$ cat config.mk
export PLATFORM = sky130hd
export DESIGN_NAME = seven_seg_scanner_flat
export DESIGN_NICKNAME = d
export VERILOG_FILES = /design/src/rtl/seven_seg_pkg.sv /design/src/rtl/seven_seg_scanner_if.sv /design/src/rtl/seven_seg_decoder.sv /design/src/rtl/seven_seg_scanner.sv /design/src/flat_wrapper.sv
export SDC_FILE = /design/constraint.sdc
export NUM_CORES = 1
export LEC_CHECK = 0
export CORE_ASPECT_RATIO = 2
export CORE_MARGIN = 5
export CORE_UTILIZATION = 62
export CTS_CLUSTER_SIZE = 30
export DETAILED_ROUTE_END_ITERATION = 12
export PLACE_DENSITY = 0.88
export SYNTH_ARGS = -nofsm -noshare
export SYNTH_HDL_FRONTEND = slang
export SYNTH_SLANG_ARGS = --single-unit
$ cat constraint.sdc
create_clock -name i_clk -period 4.2 [get_ports i_clk]
set_clock_uncertainty 0.05 [all_clocks]
set_input_delay 0.84 -clock i_clk [delete_from_list [all_inputs] [get_ports i_clk]]
set_output_delay 0.84 -clock i_clk [all_outputs]
set_load 0.03 [all_outputs]
$ cat src/rtl/seven_seg_pkg.sv
// Shared types and constants for the 7-segment scan controller.
package seven_seg_pkg;

  typedef enum logic [1:0] {
    StIdle,
    StBlank,
    StDrive
  } scan_state_e;

  // Bit positions on the segment bus.
  localparam int unsigned SEG_A  = 0;
  localparam int unsigned SEG_B  = 1;
  localparam int unsigned SEG_C  = 2;
  localparam int unsigned SEG_D  = 3;
  localparam int unsigned SEG_E  = 4;
  localparam int unsigned SEG_F  = 5;
  localparam int unsigned SEG_G  = 6;
  localparam int unsigned SEG_DP = 7;

  // Hex glyphs, bits g..a; entry 0 sits in the low slice.
  localparam logic [15:0][6:0] GLYPHS = {
    7'h71, 7'h79, 7'h5E, 7'h39, 7'h7C, 7'h77, 7'h6F, 7'h7F,
    7'h07, 7'h7D, 7'h6D, 7'h66, 7'h4F, 7'h5B, 7'h06, 7'h3F
  };

endpackage

$ cat src/rtl/seven_seg_scanner_if.sv
// Host/pin-side bundle of the scan controller.
interface seven_seg_scanner_if #(
  parameter int unsigned NUM_DIGITS = 4,
  parameter int unsigned ADDR_W     = $clog2(NUM_DIGITS)
) ();

  logic                  enable;
  logic                  wr_en;
  logic [ADDR_W-1:0]     wr_addr;
  logic [3:0]            wr_data;
  logic                  wr_dp;
  logic [7:0]            segment_out;
  logic [NUM_DIGITS-1:0] digit_sel;
  logic                  frame_done;

  modport master (
    output enable, wr_en, wr_addr, wr_data, wr_dp,
    input  segment_out, digit_sel, frame_done
  );

  modport slave (
    input  enable, wr_en, wr_addr, wr_data, wr_dp,
    output segment_out, digit_sel, frame_done
  );

endinterface

$ cat src/rtl/seven_seg_decoder.sv
// Combinational hex-to-7-segment glyph lookup.
module seven_seg_decoder
  import seven_seg_pkg::*;
(
  input  logic [3:0] i_value,
  output logic [6:0] o_glyph
);

  // Table lookup, no state.
  always_comb begin
    o_glyph = GLYPHS[i_value];
  end

endmodule

$ cat src/rtl/seven_seg_scanner.sv
// Multiplexed 7-segment scanner: register file, blank/drive FSM, registered pins.
module seven_seg_scanner
  import seven_seg_pkg::*;
#(
  parameter int unsigned NUM_DIGITS   = 4,
  parameter int unsigned DWELL_CYCLES = 5000,
  parameter int unsigned BLANK_CYCLES = 250,
  parameter int unsigned ADDR_W       = $clog2(NUM_DIGITS)
) (
  input logic                i_clk,
  input logic                i_rst_n,
  seven_seg_scanner_if.slave bus
);

  localparam int unsigned MAX_CYC = (DWELL_CYCLES > BLANK_CYCLES) ? DWELL_CYCLES : BLANK_CYCLES;
  localparam int unsigned CNT_W   = (MAX_CYC > 1) ? $clog2(MAX_CYC) : 1;
  localparam int unsigned IDX_W   = $clog2(NUM_DIGITS);

  localparam logic [CNT_W-1:0] DWELL_LAST = CNT_W'(DWELL_CYCLES - 1);
  localparam logic [CNT_W-1:0] BLANK_LAST = CNT_W'(BLANK_CYCLES - 1);
  localparam logic [IDX_W-1:0] IDX_LAST   = IDX_W'(NUM_DIGITS - 1);

  logic [3:0]            r_value [NUM_DIGITS];
  logic [NUM_DIGITS-1:0] r_dp;
  scan_state_e           r_state;
  logic [IDX_W-1:0]      r_idx;
  logic [CNT_W-1:0]      r_cnt;
  logic [7:0]            r_seg;
  logic [NUM_DIGITS-1:0] r_sel;
  logic                  r_frame_done;

  logic                  w_wr_hit;
  logic [IDX_W-1:0]      w_wr_idx;
  logic [3:0]            w_cur_value;
  logic                  w_cur_dp;
  logic [6:0]            w_glyph;
  logic [7:0]            w_seg_next;
  logic [NUM_DIGITS-1:0] w_sel_next;
  logic [IDX_W-1:0]      w_idx_next;

  // Decode write strobe; out-of-range addresses are dropped.
  always_comb begin
    w_wr_hit = bus.wr_en && (32'(bus.wr_addr) < NUM_DIGITS);
    w_wr_idx = IDX_W'(bus.wr_addr);
  end

  // Host register file, writable in every state.
  always_ff @(posedge i_clk or negedge i_rst_n) begin
    if (!i_rst_n) begin
      for (int i = 0; i < NUM_DIGITS; i++) r_value[i] <= '0;
      r_dp <= '0;
    end else if (w_wr_hit) begin
      r_value[w_wr_idx] <= bus.wr_data;
      r_dp[w_wr_idx]    <= bus.wr_dp;
    end
  end

  // Forward a same-edge write to the driven digit so the glyph updates one edge early.
  always_comb begin
    w_cur_value = r_value[r_idx];
    w_cur_dp    = r_dp[r_idx];
    if (w_wr_hit && (w_wr_idx == r_idx)) begin
      w_cur_value = bus.wr_data;
      w_cur_dp    = bus.wr_dp;
    end
  end

  seven_seg_decoder u_decoder (
    .i_value (w_cur_value),
    .o_glyph (w_glyph)
  );

  // Next-cycle pin values for the digit at r_idx.
  always_comb begin
    w_seg_next                = '0;
    w_seg_next[SEG_G:SEG_A]   = w_glyph;
    w_seg_next[SEG_DP]        = w_cur_dp;
    w_sel_next                = {{(NUM_DIGITS - 1){1'b0}}, 1'b1} << r_idx;
    w_idx_next                = (r_idx == IDX_LAST) ? '0 : r_idx + 1'b1;
  end

  // Scan FSM with registered outputs; enable low parks everything in idle.
  always_ff @(posedge i_clk or negedge i_rst_n) begin
    if (!i_rst_n) begin
      r_state      <= StIdle;
      r_idx        <= '0;
      r_cnt        <= '0;
      r_seg        <= '0;
      r_sel        <= '0;
      r_frame_done <= 1'b0;
    end else begin
      r_frame_done <= 1'b0;
      if (!bus.enable) begin
        r_state <= StIdle;
        r_idx   <= '0;
        r_cnt   <= '0;
        r_seg   <= '0;
        r_sel   <= '0;
      end else begin
        case (r_state)
          StIdle: begin
            r_state <= StBlank;
            r_cnt   <= '0;
            r_seg   <= '0;
            r_sel   <= '0;
          end
          StBlank: begin
            if (r_cnt == BLANK_LAST) begin
              r_state <= StDrive;
              r_cnt   <= '0;
              r_seg   <= w_seg_next;
              r_sel   <= w_sel_next;
            end else begin
              r_cnt <= r_cnt + 1'b1;
            end
          end
          StDrive: begin
            if (r_cnt == DWELL_LAST) begin
              r_state      <= StBlank;
              r_cnt        <= '0;
              r_seg        <= '0;
              r_sel        <= '0;
              r_idx        <= w_idx_next;
              r_frame_done <= (r_idx == IDX_LAST);
            end else begin
              r_cnt <= r_cnt + 1'b1;
              r_seg <= w_seg_next;
            end
          end
          default: begin
            r_state <= StIdle;
            r_seg   <= '0;
            r_sel   <= '0;
          end
        endcase
      end
    end
  end

  assign bus.segment_out = r_seg;
  assign bus.digit_sel   = r_sel;
  assign bus.frame_done  = r_frame_done;

endmodule
$ cat src/flat_wrapper.sv
// flat-port wrapper written by rule: the top's interface ports become plain ports
module seven_seg_scanner_flat import seven_seg_pkg::*;
#(
  parameter int unsigned NUM_DIGITS   = 4,
  parameter int unsigned DWELL_CYCLES = 5000,
  parameter int unsigned BLANK_CYCLES = 250,
  parameter int unsigned ADDR_W       = $clog2(NUM_DIGITS)
)
  (i_clk, i_rst_n, bus_enable, bus_wr_en, bus_wr_addr, bus_wr_data, bus_wr_dp, bus_segment_out, bus_digit_sel, bus_frame_done);
  seven_seg_scanner_if #(.NUM_DIGITS(NUM_DIGITS), .ADDR_W(ADDR_W)) bus_i ();
  input logic i_clk;
  input logic i_rst_n;
  input wire logic [$bits(bus_i.enable)-1:0] bus_enable;
  input wire logic [$bits(bus_i.wr_en)-1:0] bus_wr_en;
  input wire logic [$bits(bus_i.wr_addr)-1:0] bus_wr_addr;
  input wire logic [$bits(bus_i.wr_data)-1:0] bus_wr_data;
  input wire logic [$bits(bus_i.wr_dp)-1:0] bus_wr_dp;
  output wire logic [$bits(bus_i.segment_out)-1:0] bus_segment_out;
  output wire logic [$bits(bus_i.digit_sel)-1:0] bus_digit_sel;
  output wire logic [$bits(bus_i.frame_done)-1:0] bus_frame_done;
  assign bus_i.enable = bus_enable;
  assign bus_i.wr_en = bus_wr_en;
  assign bus_i.wr_addr = bus_wr_addr;
  assign bus_i.wr_data = bus_wr_data;
  assign bus_i.wr_dp = bus_wr_dp;
  assign bus_segment_out = bus_i.segment_out;
  assign bus_digit_sel = bus_i.digit_sel;
  assign bus_frame_done = bus_i.frame_done;
  seven_seg_scanner #(.NUM_DIGITS(NUM_DIGITS), .DWELL_CYCLES(DWELL_CYCLES), .BLANK_CYCLES(BLANK_CYCLES), .ADDR_W(ADDR_W)) u_core (.i_clk(i_clk), .i_rst_n(i_rst_n), .bus(bus_i));
endmodule
==> flow_summary_export.csv, run 1 <==
group,metric,value,unit
outcome,status,"finished, final reports clean",
global_route,grt_antenna_before_repair,0,
detailed_routing,wl,5.44,mm
power,power,1.28,mW
timing,hold_violations,0,
floorplanning,start_util,0.626,
timing,fin_crit,3200,ps
global_route,grt_pass1_vias,2128,
global_route,overflow,0,
worst_setup_path,rr_endpoint,"u_core.bus.segment_out[3]",
detailed_routing,topRoutingLayerUsed,"met4",
power,peakVddDrop,0.328,mV
timing,rsz0062_at_grt,"false",
detailed_routing,via_per_inst,6.13,
worst_setup_path,cp.required,4370,ps
clocking,clock_sinks,50,
detailed_routing,dr_wl_met3,197,um
timing,drv_slew,0,
global_route,grt_pass1_wl,9.48,mm
logic_synthesis,seq_area_frac_synth,0.439,
logic_synthesis,synth-main-ff-cell,"dfrtp_1",
place,dp_worst_setup_slack,720,ps
flow_run,maxCapViolCount,0,
clocking,hold_buffers,0,
clocking,clock_path_buffers,2,
timing,relSlewSlack,0.293,
worst_setup_path,cp_cell_sequence,"clkdlybuf4s50_1 > xnor2_1 > nand3_1 > mux2i_1 > inv_1 > ha_1 > mux2_2 > o211ai_1",
min_path,hold_path_startpoint,"u_core.bus.segment_out[5]",
worst_setup_path,path_max_fanout,7,
detailed_routing,wl_met2,2.95,mm
place,io_buffers,23,
cells_and_area,antenna_cells,0,
detailed_routing,wl_per_cell,15.9,um
timing,post-route-period-util,0.762,
power,power_density,398,nW/um2
worst_setup_path,startpoint_type,"input pin",
min_path,whs_endpoint,"u_core.bus.segment_out[5]",
detailed_routing,wl_met1,2.11,mm
clocking,clk_pin_slew_worst_paths,90,ps
logic_synthesis,synth_warnings,0,
clocking,postCtsSetupBuffers,0,
worst_setup_path,timing.critical_path.arrival,3370,ps
timing,setup_viol,0,
worst_setup_path,rrSetupSlack,1400,ps
logic_synthesis,ys_ff_latch,50,
cells_and_area,final_cells,343,
global_route,grtUsageTotal,0.195,
cells_and_area,final_nets,313,
place,placed_cells,335,
worst_setup_path,path_class,"input pin to flop",
timing,hold-worst-slack,436,ps
place,placed_cell_area,3100,um2
clocking,h-tree-depth,2,
logic_synthesis,postSynthAreaPerCell,10.8,um2
timing,worst_slack,1000,ps
cells_and_area,drive_gt1_frac,0.142,
cells_and_area,syn2layout_area_growth,12.6,%
clocking,cts_buffers,5,
floorplanning,io_pins,24,
detailed_routing,drc_errors,0,
global_route,grt_max_degree,51,
cells_and_area,fin_area,3210,um2
worst_setup_path,worstRegToRegCells,7,
detailed_routing,num_vias,2104,
floorplanning,core,4550,um2
cells_and_area,n_fill_cell,327,
power,p_leak,1.34,nW
worst_setup_path,crit_path_max_incr_delay,530,ps
clocking,cts_resized,0,
logic_synthesis,syn_inst,265,
clocking,root_buffer,"clkbuf_8",
worst_setup_path,cp-end-kind,"flop",
detailed_routing,first_iter_violations,52,
detailed_routing,drtPass1Iterations,4,
logic_synthesis,netlist_area,2850,um2
worst_setup_path,r2r_start,"u_core.r_idx[0]",
logic_synthesis,synth_edf_count,0,
timing,worstMarginPinSlew,1060,ps
floorplanning,row_count,35,
place,place_congestion,0.910,
min_path,whs_path_depth,2,
floorplanning,fp.dieH,106,um
timing,fmax,313,MHz
cells_and_area,fin_util,0.705,
min_path,hold_class,"flop to flop",
detailed_routing,ant_nets,0,
floorplanning,dieArea,6140,um2
worst_setup_path,slowest_stage,"mux2i_1",
place,dp_hpwl,4.06,mm
floorplanning,die_w,58.0,um
clocking,clock_latency,300,ps
logic_synthesis,async_reset_ff_frac,1.00,
clocking,cts_tree,"yes",
logic_synthesis,syn_nets,291,
timing,fin_setup_tns,0,ps
logic_synthesis,yosysUniqueCellTypes,51,
[layer usage]
layer	up-vias	track usage
met5	-	0
met4	0	0.101
met3	15	0.0340
met2	56	0.333
met1	1039	0.226
li1	994	-
[registers in the layout (all words and copies together), names as in the netlist]
| register | cells |
|---|---|
| u_core.bus.digit_sel | 4 |
| u_core.bus.frame_done | 1 |
| u_core.bus.segment_out | 8 |
| u_core.r_cnt | 13 |
| u_core.r_dp | 4 |
| u_core.r_idx | 2 |
| u_core.r_state | 2 |
| u_core.r_value | 16 |
[cell usage in the layout, fill, tap and decap left out, types with 4 or more instances in the layout]
master	count
ha_1	15
xor2_1	9
clkbuf_8	5
nor2_1	17
nand2_1	26
a21boi_0	5
xnor2_1	7
dfrtp_1	50
and3_1	6
nand3_1	15
o31ai_1	6
nand4_1	7
a21oi_1	4
mux2_2	20
mux4_2	5
clkdlybuf4s50_1	22
nor3_1	6
inv_1	11
o21ai_0	10
[kinds of logic (layout without fill, tap and decap cells)]
| kind of cell | count (synthesis) | count (layout) | synth area share |
|---|---|---|---|
| muxes | 29 | 29 | 0.134 |
| AOI/OAI and AO/OA | 41 | 41 | 0.110 |
| buffers and inverters | 19 | 42 | 0.0294 |
| and+or+nand+nor | 95 | 95 | 0.173 |
| xor gates and xnor gates | 16 | 16 | 0.0491 |
| DFF | 50 | 50 | 0.439 |
| adders and majority gates | 15 | 15 | 0.0658 |
[worst max path at each step]
| stage | startpoint | end | cells past startpoint | slack, ps |
|---|---|---|---|---|
| after floorplan | bus_wr_addr[0] | u_core.bus.segment_out[0] | 7 | 1560 |
| after global placement | bus_wr_addr[0] | u_core.bus.segment_out[0] | 8 | 800 |
| after detailed placement | bus_wr_addr[0] | u_core.bus.segment_out[3] | 8 | 720 |
| after CTS | bus_wr_addr[0] | u_core.bus.segment_out[3] | 8 | 1030 |
| after global routing | bus_wr_addr[0] | u_core.bus.segment_out[3] | 8 | 810 |
| final | bus_wr_addr[0] | u_core.bus.segment_out[3] | 8 | 1000 |
[power breakdown]
group          leakage [nW]  internal [mW]  switching [mW]
logic                 0.625          0.155           0.223
clock network        0.0579          0.175           0.160
registers             0.655          0.534          0.0324
total                  1.34          0.864           0.415
[cell type report]
type,instances,area (um2),share of cell area
clock buffers,5,68.8,0.0214
clock inverters,3,40.0,0.0125
inverters,11,41.3,0.0129
multi-input cells,196,1520,0.472
flip-flops and latches,50,1250,0.390
well taps,55,68.8,0.0214
repair buffers,23,225,0.0701
[Yosys cell counts (2+ instances only)]
cell type,number,share of area
dfrtp_1,50,0.44
xnor2_1,7,0.022
o211ai_1,3,0.0079
and3_1,6,0.013
a21boi_0,5,0.013
nand3b_1,2,0.0053
inv_1,11,0.014
mux4_2,5,0.039
o21ai_0,10,0.018
and2_1,3,0.0066
nor3_1,6,0.011
xor2_1,9,0.028
nand2_1,26,0.034
o31ai_1,6,0.016
nor4bb_1,2,0.0070
nand4_1,7,0.015
nor4_1,2,0.0044
ha_1,15,0.066
nor2_1,17,0.022
mux2i_1,3,0.011
nand3_1,15,0.026
a21oi_1,4,0.0070
clkbuf_1,4,0.0053
mux2_2,20,0.079
[critical path, delay by kind of cell]
kind / cells / cell delay, ps
mux: 2 / 810
compound gates: 1 / 190
fa+ha+maj: 1 / 250
xor+xnor: 1 / 290
simple gates: 1 / 320
buf+inv: 2 / 680
No activity file was read; power rests on OpenSTA's default activity.
==> run 2, diff against run 1 <==
--- a/config.mk
+++ b/config.mk
@@ -7,10 +7,10 @@
 export LEC_CHECK = 0
 export CORE_ASPECT_RATIO = 2
 export CORE_MARGIN = 5
-export CORE_UTILIZATION = 62
+export CORE_UTILIZATION = 52
 export CTS_CLUSTER_SIZE = 30
 export DETAILED_ROUTE_END_ITERATION = 12
-export PLACE_DENSITY = 0.88
+export PLACE_DENSITY = 0.79
 export SYNTH_ARGS = -nofsm -noshare
 export SYNTH_HDL_FRONTEND = slang
 export SYNTH_SLANG_ARGS = --single-unit
==> constraint.sdc (replaced) <==
create_clock -name i_clk -period 2.65 [get_ports i_clk]
set_clock_uncertainty 0.05 [all_clocks]
set_input_delay 0.53 -clock i_clk [delete_from_list [all_inputs] [get_ports i_clk]]
set_output_delay 0.53 -clock i_clk [all_outputs]
set_load 0.03 [all_outputs]
==> flow_summary_export.csv, run 2 (synthesis results as in run 1) <==
group,metric,value,unit
outcome,status,"finished, final reports clean",
detailed_routing,wl_per_cell,17.2,um
clocking,postCtsSetupBuffers,0,
clocking,cts_buffers,5,
detailed_routing,wl,6.55,mm
cells_and_area,drive_gt1_frac,0.228,
global_route,grt_antenna_before_repair,0,
floorplanning,io_pins,24,
timing,hold_violations,0,
global_route,grtUsageTotal,0.193,
cells_and_area,largest_register_ffs,16,
timing,rsz0062_at_grt,"false",
power,peakVddDrop,0.541,mV
worst_setup_path,crit_path_max_incr_delay,480,ps
timing,post-route-period-util,0.942,
worst_setup_path,path_max_fanout,3,
floorplanning,start_util,0.531,
floorplanning,row_count,38,
place,io_buffers,23,
cells_and_area,layout_commonest_cell,"dfrtp_1",
clocking,clock_latency,300,ps
cells_and_area,final_nets,346,
place,dp_hpwl,4.96,mm
clocking,h-tree-depth,2,
floorplanning,core,5370,um2
place,placed_cell_area,3360,um2
power,p_leak,1.49,nW
detailed_routing,drtPass1Iterations,4,
worst_setup_path,startpoint_type,"input pin",
power,power_density,584,nW/um2
min_path,hold_class,"input pin to async pin",
clocking,cts_tree,"yes",
clocking,root_buffer,"clkbuf_8",
worst_setup_path,timing.critical_path.arrival,2640,ps
clocking,clock_path_buffers,2,
clocking,clk_pin_slew_worst_paths,90,ps
worst_setup_path,crit_family,"buffers and inverters",
timing,setup_viol,0,
global_route,overflow,0,
worst_setup_path,cp.required,2790,ps
detailed_routing,first_iter_violations,107,
timing,worstMarginPinSlew,637,ps
detailed_routing,drc_errors,0,
floorplanning,die_w,62.4,um
timing,fin_setup_tns,0,ps
floorplanning,dieArea,7150,um2
detailed_routing,num_vias,2264,
timing,fin_crit,2500,ps
cells_and_area,final_cell_mix,"dfrtp_1, buf_4, nand2_1",
clocking,clock_sinks,50,
floorplanning,fp.dieH,115,um
place,place_congestion,0.941,
global_route,grt_max_degree,51,
timing,fmax,401,MHz
cells_and_area,regMostFlops,"u_core.r_value",
cells_and_area,syn2layout_area_growth,20.5,%
worst_setup_path,cp-end-kind,"flop",
worst_setup_path,path_buf_inv,5,
global_route,grt_pass1_wl,11.2,mm
cells_and_area,fin_area,3440,um2
timing,drv_slew,0,
detailed_routing,ant_nets,0,
cells_and_area,fin_util,0.639,
timing,relSlewSlack,0.576,
worst_setup_path,slowest_stage,"clkdlybuf4s50_1",
flow_run,maxCapViolCount,0,
clocking,hold_buffers,0,
detailed_routing,via_per_inst,5.96,
worst_setup_path,path_class,"input pin to flop",
clocking,cts_resized,0,
worst_setup_path,cp_cell_sequence,"clkdlybuf4s50_1 > xnor2_1 > buf_4 > nand4_1 > and2_1 > inv_1 > ha_1 > inv_1 > o41ai_1 > buf_4 > o31ai_1",
cells_and_area,antenna_cells,0,
global_route,grt_pass1_vias,2440,
==> run 2: cell types whose count changed in the layout (fill, tap and decap cells not counted) <==
cell / delta
buf_4: +33
bufinv_16: -1
==> run 2: final timing paths <==
kind | start | end | slack [ps] | cells after the start
hold reg to reg | u_core.bus.segment_out[5] | u_core.bus.segment_out[5] | 430 | 2
min in group i_clk | u_core.bus.segment_out[5] | u_core.bus.segment_out[5] | 430 | 2
max in group asynchronous | i_rst_n | u_core.r_dp[3] | 1850 | 2
setup / recovery | bus_wr_addr[1] | u_core.bus.segment_out[0] | 150 | 11
setup reg to reg | u_core.r_idx[0] | u_core.bus.segment_out[0] | 270 | 7
hold / removal | i_rst_n | u_core.bus.segment_out[3] | 270 | 2
==> run 2: final cells by class <==
type	count	area [um2]
Multi-Input combinational cell	196	1520
Clock inverter	2	10.0
Clock buffer	5	68.8
Fill cell	425	1940
Timing Repair Buffer	56	473
Sequential cell	50	1250
Tap cell	60	75.1
Inverter	11	41.3
==> run 2: power breakdown <==
group	leakage, nW	internal (mW)	total [mW]	switching [mW]
logic	0.787	0.301	0.675	0.374
registers	0.655	0.847	0.897	0.0503
clock network	0.0438	0.178	0.434	0.255
total	1.49	1.33	2.01	0.680
==> run 2: metal layers <==
layer | vias up | share of wire | track usage | routed length, um
li1 | 1065 | - | - | -
met1 | 1132 | 0.36 | 0.198 | 2370
met2 | 48 | 0.57 | 0.363 | 3710
met3 | 19 | 0.033 | 0.0344 | 219
met4 | 0 | 0.038 | 0.105 | 250
met5 | - | 0 | 0 | 0
==> run 2: through the flow <==
stage | instances | setup slack (ps) | power (mW) | hold WS [ps]
final | 380 | 155 | 2.01 | 270
after floorplan | 265 | 285 | 1.36 | 184
after global placement | 373 | 7.92 | 1.57 | 410
after CTS | 380 | 188 | 2.02 | 291
after detailed placement | 373 | -129 | 1.59 | 417
after global routing | 380 | 85.5 | 2.13 | 320
==> run 3, diff against run 2 <==
--- a/config.mk
+++ b/config.mk
@@ -10,6 +10,7 @@
 export CORE_UTILIZATION = 52
 export CTS_CLUSTER_SIZE = 30
 export DETAILED_ROUTE_END_ITERATION = 12
+export GPL_TIMING_DRIVEN = 0
 export PLACE_DENSITY = 0.79
 export SYNTH_ARGS = -nofsm -noshare
 export SYNTH_HDL_FRONTEND = slang
==> flow_summary_export.csv, run 3 (synthesis results as in run 1) <==
group,metric,value,unit
timing,fin_crit,2510,ps
outcome,status,"finished, final reports clean",
flow_run,maxCapViolCount,0,
place,placed_cells,348,
min_path,hold_class,"input pin to async pin",
cells_and_area,antenna_cells,0,
clocking,cts_tree,"yes",
floorplanning,io_pins,24,
global_route,grt_pass1_wl,10.4,mm
detailed_routing,wl_per_cell,17.2,um
worst_setup_path,r2r_start,"u_core.r_idx[0]",
cells_and_area,fin_area,3320,um2
global_route,overflow,0,
global_route,grtUsageTotal,0.182,
worst_setup_path,crit_path_max_incr_delay,560,ps
timing,hold_violations,0,
worst_setup_path,startpoint_type,"flop",
floorplanning,core,5370,um2
timing,fmax,398,MHz
timing,drv_slew,0,
place,dp_worst_setup_slack,-685,ps
detailed_routing,drtPass1Iterations,4,
floorplanning,row_count,38,
global_route,grt_max_degree,38,
global_route,grt_pass1_vias,2282,
cells_and_area,final_cell_mix,"dfrtp_1, nand2_1, mux2_2",
timing,worstMarginPinSlew,829,ps
worst_setup_path,timing.critical_path.arrival,2700,ps
power,peakVddDrop,0.492,mV
floorplanning,start_util,0.531,
cells_and_area,final_nets,322,
clocking,h-tree-depth,2,
cells_and_area,multi_input_area,1570,um2
clocking,cts_buffers,5,
cells_and_area,syn2layout_area_growth,16.6,%
cells_and_area,layout_commonest_cell,"dfrtp_1",
power,p_leak,1.39,nW
worst_setup_path,cp_cell_sequence,"buf_4 > mux4_2 > o31ai_1 > and2_2 > inv_1 > ha_2 > mux2_2 > o211ai_1",
worst_setup_path,slowest_stage,"mux4_2",
timing,worst_slack,135,ps
cells_and_area,seqCellArea,1250,um2
detailed_routing,drc_errors,0,
detailed_routing,first_iter_violations,104,
worst_setup_path,cp.required,2830,ps
timing,relSlewSlack,0.443,
floorplanning,dieArea,7150,um2
worst_setup_path,cp-end-kind,"flop",
place,io_buffers,22,
detailed_routing,via_per_inst,5.97,
place,dp_hpwl,4.48,mm
detailed_routing,wl,6.14,mm
cells_and_area,final_cells,357,
worst_setup_path,rr_endpoint,"u_core.bus.segment_out[3]",
detailed_routing,ant_nets,0,
detailed_routing,num_vias,2131,
clocking,clock_latency,310,ps
power,power_density,610,nW/um2
place,place_congestion,0.995,
worst_setup_path,path_max_fanout,9,
worst_setup_path,path_class,"flop to flop",
timing,setup_viol,0,
cells_and_area,largest_register_ffs,16,
clocking,clock_sinks,50,
clocking,clock_path_buffers,2,
place,placed_cell_area,3160,um2
power,power,2.03,mW
floorplanning,fp.dieH,115,um
floorplanning,die_w,62.4,um
worst_setup_path,worstRegToRegCells,8,
timing,post-route-period-util,0.949,
global_route,grt_antenna_before_repair,0,
clocking,root_buffer,"clkbuf_8",
clocking,clk_pin_slew_worst_paths,90,ps
cells_and_area,drive_gt1_frac,0.182,
cells_and_area,regMostFlops,"u_core.r_value",
cells_and_area,n_fill_cell,418,
worst_setup_path,rrSetupSlack,140,ps
-- run 3: changes by cell type in the layout (fill, tap and decap cells not counted), moves of 2 or more --
cell             before  now
xnor2_1               7    5
dlymetal6s2s_1        0    2
xor2_2                0    2
clkbuf_1              0    4
clkinv_2              2    0
xnor2_2               0    2
buf_4                33    2
xor2_1                9    7
clkdlybuf4s50_1      22   19
-- run 3: metal layers --
metal	vias up	global-route usage	part of all wire
met5	-	0	0
met4	0	0.0907	0.030
met3	22	0.0324	0.037
met2	64	0.355	0.58
met1	1035	0.178	0.35
li1	1010	-	-
-- run 3: how the worst max path moves through the flow --
| stage | startpoint | depth (start not counted) | to |
|---|---|---|---|
| after floorplan | u_core.r_idx[0] | 8 | u_core.bus.segment_out[0] |
| after global placement | bus_wr_addr[0] | 8 | u_core.bus.segment_out[0] |
| after detailed placement | bus_wr_addr[0] | 8 | u_core.bus.segment_out[0] |
| after CTS | bus_wr_addr[0] | 8 | u_core.bus.segment_out[3] |
| after global routing | u_core.r_idx[0] | 8 | u_core.bus.segment_out[3] |
| final | u_core.r_idx[0] | 8 | u_core.bus.segment_out[3] |
-- run 3: power by group --
group | leakage, nW | switching, mW | internal [mW]
logic | 0.683 | 0.373 | 0.272
clock network | 0.0478 | 0.271 | 0.215
registers | 0.655 | 0.0493 | 0.847
total | 1.39 | 0.693 | 1.33
-- run 3: through the flow --
step,setup TNS (ps),util,hold slack [ps]
6_report,0,0.619,63.4
5_1_grt,-1.85,0.619,73.3
4_1_cts,0,0.614,64.2
3_5_place_dp,-3840,0.588,409
3_3_place_gp,-27120,0.586,409
2_1_floorplan,0,-,184
-- run 3: final cells by class --
cell class	instances	area share
Multi-Input combinational cell	196	0.472
Sequential cell	50	0.376
Timing Repair Buffer	24	0.0745
Clock buffer	6	0.0248
Tap cell	60	0.0226
Buffer	8	0.0128
Inverter	11	0.0124
Clock inverter	2	0.00489
-- run 3: timing repair --
action	4_1_cts	5_1_grt
setup endpoints to repair	7	6
pin swaps	1	0
hold buffers	0	0
resized for setup	5	6
buffers inserted	1	0
-- run 3: critical path: cells and delay by family, from the launching register on --
| kind | cells | cell delay [ps] |
|---|---|---|
| buffers and inverters | 2 | 330 |
| adders and majority gates | 1 | 220 |
| and+or+nand+nor | 1 | 300 |
| DFF | 1 | 420 |
| AOI/OAI and AO/OA | 2 | 290 |
| muxes | 2 | 840 |
